`src/rtl/serial_adder_ctrl.sv`:
```
// Bit-serial adder sequencer: one half-adder pair processes WIDTH-bit operands LSB first
// under a start/busy/done handshake; the result is registered and held until the next start.

module half_adder (
  input  logic x,
  input  logic y,
  output logic s,
  output logic c
);
  assign s = x ^ y;
  assign c = x & y;
endmodule

module serial_adder_ctrl #(
  parameter int unsigned WIDTH = 8
) (
  input  logic             clk,
  input  logic             rst,
  input  logic             start,
  input  logic [WIDTH-1:0] a,
  input  logic [WIDTH-1:0] b,
  input  logic             cin,
  output logic [WIDTH-1:0] sum,
  output logic             cout,
  output logic             busy,
  output logic             done
);
  localparam int unsigned CW = (WIDTH > 1) ? $clog2(WIDTH) : 1;
  localparam logic [CW-1:0] LAST = CW'(WIDTH - 1);

  typedef enum logic [1:0] {IDLE, RUN, DONE} state_t;

  state_t           state_q, state_d;
  logic [WIDTH-1:0] sha_q, sha_d, shb_q, shb_d;
  logic [WIDTH-1:0] res_q, res_d, sum_q, sum_d;
  logic [CW-1:0]    cnt_q, cnt_d;
  logic             carry_q, carry_d, cout_q, cout_d;

  logic             s1, c1, c2, bit_s, carry_next;
  logic [WIDTH-1:0] res_shift;

  half_adder ha0 (.x(sha_q[0]), .y(shb_q[0]), .s(s1),    .c(c1));
  half_adder ha1 (.x(s1),       .y(carry_q),  .s(bit_s), .c(c2));

  assign carry_next = c1 | c2;
  // Truncating the widened shift keeps the WIDTH=1 case legal (no [0:1] slice).
  assign res_shift  = WIDTH'({bit_s, res_q} >> 1);

  always_comb begin
    state_d = state_q;
    sha_d   = sha_q;
    shb_d   = shb_q;
    res_d   = res_q;
    sum_d   = sum_q;
    cnt_d   = cnt_q;
    carry_d = carry_q;
    cout_d  = cout_q;
    unique case (state_q)
      IDLE: begin
        if (start) begin
          sha_d   = a;
          shb_d   = b;
          carry_d = cin;
          cnt_d   = '0;
          res_d   = '0;
          state_d = RUN;
        end
      end
      RUN: begin
        res_d   = res_shift;
        sha_d   = sha_q >> 1;
        shb_d   = shb_q >> 1;
        carry_d = carry_next;
        cnt_d   = cnt_q + CW'(1);
        if (cnt_q == LAST) begin
          sum_d   = res_shift;
          cout_d  = carry_next;
          state_d = DONE;
        end
      end
      DONE:    state_d = IDLE;
      default: state_d = IDLE;
    endcase
  end

  always_ff @(posedge clk or posedge rst) begin
    if (rst) begin
      state_q <= IDLE;
      sha_q   <= '0;
      shb_q   <= '0;
      res_q   <= '0;
      sum_q   <= '0;
      cnt_q   <= '0;
      carry_q <= 1'b0;
      cout_q  <= 1'b0;
    end else begin
      state_q <= state_d;
      sha_q   <= sha_d;
      shb_q   <= shb_d;
      res_q   <= res_d;
      sum_q   <= sum_d;
      cnt_q   <= cnt_d;
      carry_q <= carry_d;
      cout_q  <= cout_d;
    end
  end

  assign sum  = sum_q;
  assign cout = cout_q;
  assign busy = (state_q == RUN);
  assign done = (state_q == DONE);
endmodule

```
`config.mk`:
```
export PLATFORM = sky130hd
export DESIGN_NAME = serial_adder_ctrl
export DESIGN_NICKNAME = d
export VERILOG_FILES = /design/src/rtl/serial_adder_ctrl.sv
export SDC_FILE = /design/constraint.sdc
export NUM_CORES = 1
export LEC_CHECK = 0
export ABC_CLOCK_PERIOD_IN_PS = 1650
export BUFFER_PORTS_ARGS = -buffer_cell sky130_fd_sc_hd__buf_2
export CAP_MARGIN = 15
export CORE_UTILIZATION = 45
export DETAILED_ROUTE_END_ITERATION = 12
export PLACE_DENSITY = 0.65
export RECOVER_POWER = 50
export SYNTH_ARGS = -nofsm -noshare
export SYNTH_HDL_FRONTEND = slang
export SYNTH_SLANG_ARGS = --single-unit
```
`constraint.sdc`:
```
create_clock -name clk -period 1.65 [get_ports clk]
set_input_delay 0.4125 -clock clk [delete_from_list [all_inputs] [get_ports clk]]
set_output_delay 0.4125 -clock clk [all_outputs]
set_load 0.05 [all_outputs]
```
==> metrics.md <==
| Metric | Value |
|---|---|
| Outcome | finished, final reports clean |
| Synth Area in Simple Gates | 0.1590 |
| Area Overhead vs Synth | 16.70% |
| CTS tree | done |
| Final WL | 3461 um |
| Routed Antenna Nets | 0 |
| GR Util All Layers | 0.1887 |
| Final Setup Violations | 0 |
| Min-Delay Path Class | input pin to async pin |
| Post-route insts no fill | 228 |
| Met3 Use GR | 0.05308 |
| Met1 Track Usage GR | 0.2330 |
| Final hold violation count | 0 |
| Final worst path period need | 1565 ps |
| Vias in the first global route | 1,313 |
| Syn. warnings | 0 |
| First-pass GRT wire length | 6168 um |
| Fin. max-slew vios | 0 |
| Pin count of the biggest net entering global routing | 39 |
| Initial Util | 0.4701 |
| Post-place instance area | 2067 um2 |
| Fill count | 359 |
| Comb pwr share | 0.430 |
| Die area | 4442 um2 |
| Startpoint types | flip-flop |
| Final instance area | 2195 um2 |
| Mux share of post-synthesis cell area | 0.07784 |
| Post-Synth Adder-Cell Area | 0.02395 |
| Total grt overflow | 0 |
| Max_cap viols | 0 |
| Compound-Gate Fraction of Synth Area | 0.1477 |
| Layout cells sized above 1 | 0.3876 |
| Via count | 1,270 |
| HPWL Detailed | 2302 um |
| Synth Area in XOR/XNOR | 0 |
| Post-synthesis sequential area ratio | 0.5057 |
| Drt first pass iters | 4 |
| Worst-path clk slew | 80 ps |
| Yosys reg bits | 38 |
| Max VDD drop | 0.8196 mV |
| Antenna cells | 0 |
| CP Data Required Time | 1240 ps |
| Worst Setup End Kind | output pin |
| Ports | 31 |
| Final #Nets | 200 |
| Die height | 66.65 um |
| Rows | 23 |
| Port Buffers | 30 |
| Crit path max fanout | 5 |
| Largest family of logic cells by synthesized area | simple AND/OR/NAND/NOR gates |
| Dpl cells | 220 |
| Seq. cell area | 952.2 um2 |
| Netlist Area Pre-Place | 1881 um2 |
| Avg Cell Area, Syn | 12.79 um2 |
| Clock root buffer | clkbuf_8 |
| Slew @ Worst Pin | 939.2 ps |
| Post-synth top area cell | dfrtp_1 |
| Period utilisation layout | 0.9485 |
| RSZ-0062 raised after global routing | false |
| Leakage | 0.001049 uW |
| Worst Path Arrival | 1150 ps |
| Core footprint | 4000 um2 |
| Switching portion of total power | 0.3717 |
| Synth top area cells | dfrtp_1 51%, mux2_4 7.2%, nor4b_1 7.0% |
| Initial antenna violation count | 0 |
| Gate Count Post-Synth | 147 |
| H-tree depth | 2 |
| Hold buffer count at CTS | 0 |
| CTS Sinks | 38 |
| Worst-Skew Late Latency | 290 ps |
| Vias per cell | 5.570 |
| Sequential share of power | 0.354 |
| Unique masters post-synth | 28 |
| Global placement routability congestion | 0.7279 |
| Setup Skew | 10.88 ps |
| Drt drc | 0 |
| # Post-CTS Setup Buffers | 0 |
| Busiest grt layer | met2 |
| Layout Utilization | 0.5486 |
| Hold Slack | 387.2 ps |
| PwrDens | 2064 nW/um2 |
| Int Power | 2846 uW |
| Max clock buf depth | 2 |
| Inserted Clock Buffers | 5 |
| GR Util met2 | 0.3131 |
| Setup TNS | 0 ps |
| Switching power | 1684 uW |
| Peak Freq | 639.0 MHz |
| Die X | 66.65 um |
| Relative slew margins | 0.3739 |
| Clock power frac | 0.216 |
| Multi-input gate area | 759.5 um2 |
| Syn_nets | 170 |
| Detailed Route Iter0 Violations | 66 |
| Critical path type | flip-flop to output pin |
| Routed wire per std cell | 15.18 um |
| Post-synth top area share | 0.5057 |
[power by group through the flow]
stage	clock network [uW]	registers, uW	logic [uW]
3_3_place_gp	0	1610	1910
4_1_cts	992	1620	1990
6_report	977	1600	1950
5_1_grt	1020	1670	2150
2_1_floorplan	0	1890	1310
3_5_place_dp	0	1630	1980
[synthesized netlist by cell type (all sizes together)]
master,n
a211oi,14
a21o,1
a21oi,1
a221oi,1
a22o,9
buf,11
clkbuf,3
dfrtp,38
fa,1
ha,2
inv,18
mux2,10
nand2,1
nand3b,2
nor2b,2
nor3b,14
nor4b,15
nor4bb,1
o21bai,1
o221ai,1
or2,1
[cell usage in the layout, fill, tap and decap left out]
cell | synthesis | layout
dfrtp_1 | 38 | 37
buf_2 | 5 | 29
inv_1 | 18 | 18
nor4b_1 | 15 | 15
nor3b_1 | 14 | 14
a22o_1 | 9 | 9
a211oi_2 | 9 | 9
mux2_4 | 9 | 9
clkbuf_8 | 0 | 6
a211oi_1 | 5 | 5
buf_4 | 3 | 4
clkbuf_2 | 1 | 3
nor2b_2 | 1 | 2
ha_1 | 2 | 2
bufinv_16 | 0 | 2
o21bai_1 | 0 | 1
nand3b_4 | 1 | 1
a221oi_1 | 1 | 1
mux2_2 | 1 | 1
or2_2 | 1 | 1
nand3b_1 | 1 | 1
nand2_1 | 1 | 1
o221ai_1 | 1 | 1
nor4bb_1 | 1 | 1
a21o_1 | 1 | 1
a21oi_1 | 1 | 1
fa_1 | 1 | 1
buf_12 | 0 | 1
dfrtp_2 | 0 | 1
[per-stage QoR]
stage          setup WS (ps)  power [uW]
3_5_place_dp           207.2        3610
2_1_floorplan          14.14        3198
5_1_grt                40.11        4842
6_report               85.03        4530
3_3_place_gp           244.4        3519
4_1_cts                68.70        4602
[cells by family (layout without fill, tap and decap cells)]
family                     Yosys count  in the layout
DFF                                 38             38
muxes                               10             10
and+or+nand+nor                     36             36
buffers and inverters               32             63
adders and majority gates            3              3
AOI/OAI and AO/OA                   28             28
[area by class of cell]
| class | count | share of cell area |
|---|---|---|
| Sequential cell | 38 | 0.4339 |
| Multi-Input combinational cell | 77 | 0.3461 |
| Timing Repair Buffer | 37 | 0.09578 |
| Clock buffer | 6 | 0.03763 |
| Inverter | 18 | 0.03079 |
| Tap cell | 50 | 0.02851 |
| Clock inverter | 2 | 0.02737 |
[worst max-delay path, cell delays in order (launching register included)]
cell and delay [ps]:
dfrtp_1 420, nor2b_2 170, buf_2 270
[routing by layer]
layer / routed length [um] / share of wire / vias to the layer above
li1: - / - / 592
met1: 1509 / 0.44 / 644
met2: 1777 / 0.51 / 27
met3: 131 / 0.038 / 7
met4: 42 / 0.012 / 0
met5: 0 / 0 / -
[what timing repair did]
| item | 4_1_cts | 5_1_grt |
|---|---|---|
| resized for setup | 2 | 0 |
| endpoints found under the hold margin | 0 | 0 |
| setup endpoints to repair | 1 | 0 |
[sequential cells by signal (all words and copies together) (netlist names)]
register,flops
carry_q,1
cnt_q,3
cout,1
res_q,7
sha_q,8
shb_q,8
state_q,2
sum,8
[worst paths after layout]
| path | cells past startpoint | startpoint | end | slack (ps) |
|---|---|---|---|---|
| worst min register to register | 1 | sha_q[7] | sha_q[7] | 490 |
| worst min-delay path | 3 | rst | shb_q[1] | 390 |
| max in group asynchronous | 3 | rst | state_q[0] | 630 |
| worst max-delay path | 2 | state_q[1] | done | 90 |
| worst max register to register | 3 | state_q[1] | sum[6] | 130 |
| min in group clk | 3 | b[2] | shb_q[2] | 460 |
(Power assumes the default switching activity.)
